<file path="src/rtl/uart_cmd_rcv.sv">
// Serial receiver for 24-bit host commands sent as three 8N1 bytes, MSB byte first.
// Assembles each command and holds it with a sticky ready flag until the dispatcher acknowledges it.
module uart_cmd_rcv #(
    parameter int BAUD_DIV = 2604,
    parameter int TIMEOUT  = 1000000
) (
    input  logic        clk,
    input  logic        rst_n,
    input  logic        RX,
    input  logic        clr_cmd_rdy,
    output logic [23:0] cmd,
    output logic        cmd_rdy,
    output logic        frm_err,
    output logic        ovr
);

    localparam int CNT_W = $clog2(BAUD_DIV);
    localparam logic [CNT_W-1:0] HALF_LAST = CNT_W'(BAUD_DIV / 2 - 1);
    localparam logic [CNT_W-1:0] FULL_LAST = CNT_W'(BAUD_DIV - 1);
    localparam logic [31:0]      TO_LAST   = 32'(TIMEOUT - 1);

    typedef enum logic [1:0] {IDLE, START, DATA, STOP} rx_state_t;

    rx_state_t        state;
    logic             rx_meta, rx_sync;
    logic [CNT_W-1:0] cnt;
    logic [2:0]       bit_idx;
    logic [7:0]       shreg;
    logic [1:0]       byte_cnt;
    logic [7:0]       hi, mid;
    logic [31:0]      idle_cnt;
    logic             stop_sample, byte_vld, stop_bad;

    // Preset high so reset release never looks like a start bit.
    always_ff @(posedge clk or negedge rst_n) begin
        if (!rst_n) begin
            rx_meta <= 1'b1;
            rx_sync <= 1'b1;
        end else begin
            rx_meta <= RX;
            rx_sync <= rx_meta;
        end
    end

    always_comb begin
        stop_sample = (state == STOP) && (cnt == FULL_LAST);
        byte_vld    = stop_sample && rx_sync;
        stop_bad    = stop_sample && !rx_sync;
    end

    always_ff @(posedge clk or negedge rst_n) begin
        if (!rst_n) begin
            state   <= IDLE;
            cnt     <= '0;
            bit_idx <= '0;
            shreg   <= '0;
            frm_err <= 1'b0;
        end else begin
            frm_err <= stop_bad;
            case (state)
                IDLE: begin
                    if (!rx_sync) begin
                        state <= START;
                        cnt   <= '0;
                    end
                end
                START: begin
                    if (cnt == HALF_LAST) begin
                        cnt     <= '0;
                        bit_idx <= '0;
                        state   <= rx_sync ? IDLE : DATA;
                    end else begin
                        cnt <= cnt + 1'b1;
                    end
                end
                DATA: begin
                    if (cnt == FULL_LAST) begin
                        cnt     <= '0;
                        shreg   <= {rx_sync, shreg[7:1]};
                        bit_idx <= bit_idx + 1'b1;
                        if (bit_idx == 3'd7) state <= STOP;
                    end else begin
                        cnt <= cnt + 1'b1;
                    end
                end
                STOP: begin
                    if (cnt == FULL_LAST) begin
                        cnt   <= '0;
                        state <= IDLE;
                    end else begin
                        cnt <= cnt + 1'b1;
                    end
                end
                default: state <= IDLE;
            endcase
        end
    end

    // Byte assembler, inter-byte timeout and ready/overrun handshake.
    always_ff @(posedge clk or negedge rst_n) begin
        if (!rst_n) begin
            byte_cnt <= '0;
            hi       <= '0;
            mid      <= '0;
            idle_cnt <= '0;
            cmd      <= '0;
            cmd_rdy  <= 1'b0;
            ovr      <= 1'b0;
        end else begin
            ovr <= 1'b0;
            // NOTE: the clear is written first so a completion later in this block overrides it (set wins).
            if (clr_cmd_rdy) cmd_rdy <= 1'b0;
            if (stop_bad) begin
                byte_cnt <= '0;
                idle_cnt <= '0;
            end else if (byte_vld) begin
                idle_cnt <= '0;
                case (byte_cnt)
                    2'd0: begin
                        hi       <= shreg;
                        byte_cnt <= 2'd1;
                    end
                    2'd1: begin
                        mid      <= shreg;
                        byte_cnt <= 2'd2;
                    end
                    default: begin
                        cmd      <= {hi, mid, shreg};
                        cmd_rdy  <= 1'b1;
                        ovr      <= cmd_rdy && !clr_cmd_rdy;
                        byte_cnt <= 2'd0;
                    end
                endcase
            end else if (byte_cnt != 2'd0) begin
                if (idle_cnt == TO_LAST) begin
                    byte_cnt <= '0;
                    idle_cnt <= '0;
                end else begin
                    idle_cnt <= idle_cnt + 32'd1;
                end
            end else begin
                idle_cnt <= '0;
            end
        end
    end

endmodule
</file>
<file path="config.mk">
export PLATFORM = sky130hd
export DESIGN_NAME = uart_cmd_rcv
export DESIGN_NICKNAME = d
export VERILOG_FILES = /design/src/rtl/uart_cmd_rcv.sv
export SDC_FILE = /design/constraint.sdc
export NUM_CORES = 1
export LEC_CHECK = 0
export BUFFER_PORTS_ARGS = -buffer_cell sky130_fd_sc_hd__buf_2
export CORE_MARGIN = 2
export CORE_UTILIZATION = 60
export DETAILED_ROUTE_END_ITERATION = 8
export HOLD_SLACK_MARGIN = 0.02
export PLACE_DENSITY = 0.87
export SLEW_MARGIN = 20
export SYNTH_ARGS = -nofsm -noshare
export SYNTH_HDL_FRONTEND = slang
export SYNTH_SLANG_ARGS = --single-unit
export TNS_END_PERCENT = 1
</file>
<file path="constraint.sdc">
create_clock -name clk -period 3.53 [get_ports clk]
set_input_delay 0.353 -clock clk [delete_from_list [all_inputs] [get_ports clk]]
set_output_delay 0.353 -clock clk [all_outputs]
set_load 0.01 [all_outputs]
</file>
# After elaboration in Yosys (flattened, before gate mapping)
# Index checks and enable logic that the tools add are counted.
# word_totals
regBits	104
input_bits	4
output_inout_bits	27
elab_cells	83
# op_classes
n_addsub	3
eq_ne	13
mux	30
bitwise	2
reduce_logical	21
# op_table
cell	count
$mux W32	4
$mux W12	3
$pmux W12 S3	1
$add A32 B1 Y32 const B	1
$eq A32 B20 Y1 const B	1
$mux W2	10
$add A12 B1 Y12 const B	1
$eq A12 B11 Y1 const B	1
$eq A12 B12 Y1 const B	1
$reduce_and A3 Y1	4
$ne A2 B2 Y1 const B	4
$pmux W2 S4	1
$mux W1	7
$mux W3	2
$pmux W3 S2	1
$reduce_bool A3 Y1	2
$reduce_and A5 Y1	1
$eq A2 B1 Y1 const B	2
$eq A2 B2 Y1 const B	2
$logic_and A1 B1 Y1	4
$logic_not A2 Y1	2
$pmux W2 S2	1
$reduce_and A2 Y1	2
$reduce_bool A2 Y1	2
other kinds (6)	9

# Logic depth before layout (Yosys ltp)
# Gate-level depths: netlist (run 1).
# logic_depth
word_depth	5
depth_mapped	9
ltp_nobuf	7

# Least setup slack after synthesis (run 1)
# No wires, ideal clock.
# synth_path
path_type	reg2reg
start	reg cnt[2]
end	reg shreg[5]
arrival_time_ns	2.386
t_required_ns	3.405
setup_slack_ns	1.019
path_stages_with_launch	9
path_cell_list	dfrtp_1 > buf_2 > or4_1 > or3_1 > buf_2 > or3b_1 > buf_6 > buf_6 > mux2_4
# synth_via
elab_chain_len	2
# synth_rtl
item	line_no	source
start: declaration	26	logic [CNT_W-1:0] cnt;
start signal: assignment	73	cnt <= cnt + 1'b1;
start signal: assignment	83	cnt <= cnt + 1'b1;
start signal: assignment	91	cnt <= cnt + 1'b1;
$eq A12 B12 Y1	77	if (cnt == FULL_LAST) begin
$reduce_and A2 Y1 (no source line)	n/a	
end signal: assignment	79	shreg <= {rx_sync, shreg[7:1]};
end: declaration	28	logic [7:0] shreg;
# Every way passes these cells.
# A chain may end at the register's enable or synchronous reset.

# Final worst setup path (run 1)
# layout_path
start	reg cnt[2]
end	reg mid[3]
# layout_via
elab_chain_len	5
elab_cells_between_ends	6
cone_classes	eq/ne: 1; bitwise: 1; reduce/logical: 4
# layout_rtl
item	line_no	source
$eq A12 B12 Y1 (*)	46	stop_sample = (state == STOP) && (cnt == FULL_LAST);
$logic_and A1 B1 Y1 (*)	46	
$logic_and A1 B1 Y1	48	stop_bad = stop_sample && !rx_sync;
$not A1 Y1 (no source line)	n/a	
$reduce_and A3 Y1 (no source line) (*)	n/a	
end signal: assignment	124	mid <= shreg;
end: declaration	30	logic [7:0] hi, mid;
# Mark *: on every way between the ends. The rest lies on a longest branch, timed or not.

==> results.yml, run 1 <==
floorplanning:
  core_area_um2: 7330
  initial_core_util: 0.628
  design.die.area_um2: 8400
  die_w_um: 91.6
  num_rows: 31
  die_y_um: 91.6
  io-pin-count: 31
worst_setup_path:
  cp_slowest_stage_delay_ps: 560
  critPathKind: "flip-flop to flip-flop"
  cp-start-kind: "flip-flop"
  cp.required_ps: 3790
  crit_path_end_kind: "flip-flop"
  cp_num_buf_inv: 0
  critical-path-slowest-cell: "or4_1"
  crit_fanout: 9
  path_delay_family: "simple AND/OR/NAND/NOR gates"
  worstPathArrival_ps: 2880
  cp_cell_sequence: "or4_1 -> or3_1 -> nor3_1 -> nand3b_1 -> mux2_2"
clocking:
  cts-htree-levels: 3
  insertion_delay_ps: 370
  cts_tree: "done"
  cts.clk_slew.worst_paths_ps: 100
  postCtsSetupBuffers: 0
  cts_resized: 0
  cts_buffer_depth: 2
  numCtsBuffers: 9
  clockRootBuffer: "clkbuf_8"
  postCtsHoldBufs: 0
  cts.sinks: 104
synthesis:
  synthFlopType: "dfrtp_1"
  synth_async_sr_flop_share: 1.00
  ys_seq_area_frac: 0.565
  synth_top_cell_by_area: "dfrtp_1"
  synth-seq-cells: 104
  synth_area_um2: 4610
  ys_top_cells_by_count: "102 x dfrtp_1, 45 x mux2_2, 44 x nor2_1"
  avgSynthCellArea_um2: 11.5
  synth_edf_count: 0
  synthCells: 402
  yosys.area.top_type_share: 0.554
  yosysMostFrequentCell: "dfrtp_1"
  synth_fp_nets: 411
  synth.distinct_cells: 43
  synth.area.top_cells: "dfrtp_1 55%, mux2_2 11%, nor2_1 3.6%"
  yosysWarnings: 0
power_and_ir_drop:
  power_mw: 1.91
  p_int_mw: 1.47
  power_density_nw_per_um2: 380
  power_frac_comb: 0.014
  power.switching_mw: 0.445
  clock_power_share: 0.362
  swShare: 0.232
  leakagePower_nw: 2.43
  ir_drop_mv: 0.180
  seqPwrFrac: 0.624
sta:
  timing.final.crit_period_ps: 2620
  slew_violations: 0
  fin_crit_sh: 0.743
  relSlewSlack: 0.376
  fin_skew_ps: 12.4
  fmax_mhz: 381
  worstMarginPinSlew_ps: 929
  hold_viol: 0
  fin_tns_setup_ps: 0
  finalSetupViolCount: 0
  grt_setup_unrepaired: "false"
grt:
  grt_usage: 0.222
  grt_start_max_net_pins: 74
  grt_pass1_vias: 3102
  antenna_found_initial: 0
  met1_usage: 0.281
  grt_pass1_wl_um: 14700
  top_usage_layer: "met2"
  gr-total-overflow: 0
  grt_util_met3: 0.0362
  met2_usage: 0.374
routing:
  avgRoutedWirePerCell_um: 16.0
  viasPerCell: 5.81
  drt_iter0_markers: 241
  firstDrtPassIters: 4
  vias: 3127
  route.detailed.drc: 0
  wirelength_um: 8620
  antenna_left: 0
final_layout:
  fill_cells: 477
  layout-drive-gt1-share: 0.239
  syn2layout_area_growth_pct: 9.37
  nets: 443
  n_antenna_cell: 0
  design_area_um2: 5040
  regArea_um2: 2610
  multiInputGateArea_um2: 1890
run_status:
  status: "complete, no violations"
placed_design:
  dp_hpwl_um: 6030
  portBuffers: 30
  gp_congestion: 0.916
  place_area_um2: 4850
run:
  drv.max_cap_violation_count: 0
worst_hold_path:
  hp-class: "input pin to flip-flop"
-- final cells by class --
cell class | count | share of cell area
clock buffers | 9 | 0.0246
clock inverters | 7 | 0.0124
inverters | 12 | 0.00894
multi-input cells | 272 | 0.375
flip-flops and latches | 104 | 0.517
well taps | 99 | 0.0246
repair buffers | 35 | 0.0377
-- state kept, by name, summed over array words and instances (netlist names), 2 cells and up, named ones only --
name and flops:
idle_cnt 32, shreg 8, bit_idx 3, cmd 24, cnt 12, byte_cnt 2, hi 8, mid 8
-- layout by cell type, fill, tap and decap left out, types with 2 or more instances in the layout --
cell      Yosys  layout
a21oi_1       8       8
a22o_1        3       3
a31oi_1       7       7
and2_1        3       3
and3_1        5       5
and4_1        6       6
buf_2         4      29
buf_4         0       6
clkbuf_8      0       9
clkinv_4      0       2
dfrtp_1     102     102
dfstp_2       2       2
ha_1          5       5
inv_1        12      12
inv_6         0       2
inv_8         0       2
mux2_2       45      45
mux2_4        2       2
nand2_1      27      27
nand2b_1      2       2
nand3_1      21      21
nand4_1       9       9
nor2_1       44      44
nor3_1        7       7
nor4_1        8       8
nor4b_1       5       5
nor4bb_1      2       2
o21ai_0      11      11
or2_2         2       2
or3_1         4       4
or4_1         3       3
xnor2_1      13      13
xor2_1       18      18
-- power by group through the flow --
stage | logic [mW] | registers [mW] | clock network, mW
after floorplan | 0.000772 | 1.22 | 0
after global placement | 0.0271 | 1.22 | 0
after detailed placement | 0.0277 | 1.22 | 0
after CTS | 0.0276 | 1.19 | 0.708
after global routing | 0.0316 | 1.19 | 0.753
final | 0.0262 | 1.19 | 0.693
-- worst paths after layout --
check | slack (ps) | endpoint | start | cells after the start
min | 80 | rx_meta | RX | 1
max in group asynchronous | 2640 | mid[3] | rst_n | 2
min in group asynchronous | 90 | ovr | rst_n | 1
max | 910 | mid[3] | cnt[2] | 5
max reg2reg | 910 | mid[3] | cnt[2] | 5
min reg2reg | 360 | rx_sync | rx_meta | 0
-- cells by family (layout without fill, tap and decap cells) --
group / Yosys count / in the layout / share of synthesized area
AOI/OAI and AO/OA: 33 / 33 / 0.0416
adders and majority gates: 5 / 5 / 0.0136
DFF: 104 / 104 / 0.565
xor gates and xnor gates: 31 / 31 / 0.0589
buffers and inverters: 26 / 63 / 0.0255
muxes: 47 / 47 / 0.117
and+or+nand+nor: 156 / 156 / 0.178
-- metrics by stage --
stage	std cells	hold WS, ps	setup slack, ps	utilization
after floorplan	402	57.4	1020	-
after global placement	522	348	1000	0.662
after detailed placement	522	347	923	0.662
after CTS	538	71.6	918	0.687
after global routing	538	71.1	769	0.687
final	538	80.4	907	0.687
-- routing by layer --
layer / wire (um) / vias up
li1: - / 1480
met4: 175 / 0
met5: 0 / -
met2: 4420 / 97
met3: 377 / 17
met1: 3650 / 1533
No activity file was read; power rests on OpenSTA's default activity.
==> run 2: changes to the inputs <==
Settings changed: ABC_AREA set to 1.
Clock period 3.53 ns to 2.6 ns, I/O delays scaled along.
==> run 2 against run 1 <==
Net effect:
- via count rose by 33%
- clock power grew 57%
- total power up 44%
- global-route usage up 2.5 points
- critical path type unchanged
- highest routed layer unchanged
==> results.yml, run 2 <==
synthesis:
  synth-seq-cells: 104
  synth_async_sr_flop_share: 1.00
  synth_top_cell_by_area: "dfrtp_1"
  synth_area_um2: 5020
  synth_fp_nets: 625
  yosys.area.top_type_share: 0.508
  ys_seq_area_frac: 0.518
  synthCells: 616
  synth.distinct_cells: 32
  synthFlopType: "dfrtp_1"
  avgSynthCellArea_um2: 8.16
  yosysWarnings: 0
  synth.area.top_cells: "dfrtp_1 51%, nand2_1 11%, nor2_1 6.3%"
  yosysMostFrequentCell: "nand2_1"
  synth_edf_count: 0
  ys_top_cells_by_count: "150 x nand2_1, 102 x dfrtp_1, 85 x nor2_1"
clocking:
  numCtsBuffers: 9
  insertion_delay_ps: 370
  cts_resized: 0
  cts.sinks: 104
  cts_tree: "done"
  cts.clk_slew.worst_paths_ps: 110
  postCtsSetupBuffers: 0
  clockRootBuffer: "clkbuf_8"
  cts_buffer_depth: 2
  cts-htree-levels: 3
sta:
  fmax_mhz: 473
  worstMarginPinSlew_ps: 554
  grt_setup_unrepaired: "false"
  hold_viol: 0
  slew_violations: 0
  fin_crit_sh: 0.813
  relSlewSlack: 0.630
  layout_setup_ws_ps: 487
  finalSetupViolCount: 0
  timing.final.crit_period_ps: 2110
  fin_tns_setup_ps: 0
  fin_skew_ps: 10.5
final_layout:
  largest_reg_flops: 32
  top_register: "idle_cnt"
  biggestRegsByFlops: "idle_cnt x32, cmd x24, cnt x12"
  nets: 659
  syn2layout_area_growth_pct: 9.36
  layout.cells.most_common: "nand2_1"
  layout_common_cells: "150 x nand2_1, 102 x dfrtp_1, 85 x nor2_1"
  final_util: 0.672
  layout-drive-gt1-share: 0.104
  n_antenna_cell: 0
  fill_cells: 658
floorplanning:
  io-pin-count: 31
  die_y_um: 95.5
  initial_core_util: 0.615
  die_w_um: 95.5
  num_rows: 33
  core_area_um2: 8180
  design.die.area_um2: 9120
worst_hold_path:
  hold_depth: 4
  hp-class: "input pin to flip-flop"
power_and_ir_drop:
  power_frac_comb: 0.014
  p_int_mw: 2.10
  leakagePower_nw: 2.43
  swShare: 0.234
  seqPwrFrac: 0.590
  power.switching_mw: 0.644
  clock_power_share: 0.396
  power_density_nw_per_um2: 500
  ir_drop_mv: 0.383
worst_setup_path:
  crit_fanout: 26
  path_common_cell: "nand2_1"
  path_depth: 10
  critPathKind: "flip-flop to flip-flop"
  path_delay_family: "simple AND/OR/NAND/NOR gates"
  cp.required_ps: 2820
  rr_worst_depth: 10
  crit_path_end_kind: "flip-flop"
  critical-path-slowest-cell: "dfrtp_1"
  worstPathArrival_ps: 2340
  cp_cell_sequence: "ha_1 -> nand2_1 -> inv_1 -> nand2_1 -> nor2_1 -> nand2_1 -> o21ai_0 -> inv_1 -> nand2_2 -> nor2_1"
  cp-start-kind: "flip-flop"
  cp_num_buf_inv: 2
  cp_slowest_stage_delay_ps: 420
run_status:
  status: "complete, no violations"
routing:
  viasPerCell: 5.46
  wirelength_um: 10600
  firstDrtPassIters: 4
  antenna_left: 0
  route.detailed.drc: 0
  avgRoutedWirePerCell_um: 13.9
  drt_iter0_markers: 212
  vias: 4150
placed_design:
  dp_hpwl_um: 7590
  pre_cts_ws_ps: 548
  gp_congestion: 0.923
  portBuffers: 30
run:
  drv.max_cap_violation_count: 0
grt:
  grt_pass1_vias: 3924
  gr-total-overflow: 0
  antenna_found_initial: 0
  grt_start_max_net_pins: 75
  grt_pass1_wl_um: 17600
  grt_usage: 0.247
[run 2: changes by cell type in the layout (fill, tap and decap cells not counted), moves of 6 or more]
| cell | previous run | this run |
|---|---|---|
| nor4_1 | 8 | 2 |
| nand2_1 | 27 | 150 |
| a31oi_1 | 7 | 0 |
| and4_1 | 6 | 0 |
| inv_1 | 12 | 81 |
| o22ai_1 | 1 | 7 |
| nand3_1 | 21 | 33 |
| mux2_2 | 45 | 0 |
| xnor2_1 | 13 | 4 |
| nor2_1 | 44 | 85 |
| o21ai_0 | 11 | 26 |
| o21ai_1 | 0 | 32 |
| nor3_1 | 7 | 18 |
[run 2: final cells by class]
class                      count  area, um2  share of cell area
sequential                   104       2610               0.474
tap                          105        131              0.0239
inverter                      83        312              0.0567
clock inverter                 7       98.8              0.0180
multi-input combinational    418       2020               0.368
timing repair buffer          34        200              0.0364
clock buffer                   9        124              0.0225
[run 2: power by group through the flow]
stage	Clock [mW]	Combinational [mW]	Sequential (mW)
floorplan	0	0.000719	1.65
global route	1.17	0.0461	1.62
CTS	1.10	0.0411	1.62
detailed placement	0	0.0388	1.65
global placement	0	0.0383	1.65
finish	1.09	0.0384	1.62
[run 2: worst register-to-register path: cells and delay by family, from the launching register on]
family | cells | cell delay, ps
compound gates | 1 | 250
simple gates | 6 | 890
buf+inv | 2 | 140
flops | 1 | 420
fa+ha+maj | 1 | 270
[run 2: routing by layer]
metal  share of wire  GRT usage  wire [um]
met2            0.50      0.425       5300
met4           0.031      0.101        332
met5               0          0          0
met1            0.43      0.303       4520
met3           0.040     0.0530        421
[run 2: path summary, 6_finish.rpt]
kind | slack (ps) | endpoint | from
worst max-delay path | 490 | idle_cnt[11] | cnt[0]
worst min-delay path | 130 | ovr | clr_cmd_rdy
worst max register to register | 490 | idle_cnt[11] | cnt[0]
worst min register to register | 360 | rx_sync | rx_meta
max in group asynchronous | 1560 | shreg[7] | rst_n
min in group asynchronous | 350 | cnt[11] | rst_n
[run 2: what timing repair did]
item | in CTS | in global routing
hold buffers | 2 | 0
setup endpoints to repair | 0 | 0
hold endpoints to repair | 29 | 0
[run 2: cells by family (layout without fill, tap and decap cells)]
family,after synthesis,count (layout),synth area share
flops,104,104,0.518
mux,1,1,0.00199
xor+xnor,21,21,0.0366
fa+ha+maj,5,5,0.0125
simple gates,316,316,0.271
compound gates,75,75,0.0807
buf+inv,94,133,0.0787
[run 2: per-stage QoR]
stage	power [mW]	std cells	instance area, um2	hold slack (ps)
5_1_grt	2.84	760	5500	144
4_1_cts	2.77	760	5500	122
3_5_place_dp	1.69	742	5250	221
6_report	2.75	760	5500	126
3_3_place_gp	1.69	742	5250	220
2_1_floorplan	1.65	616	5020	-35.6
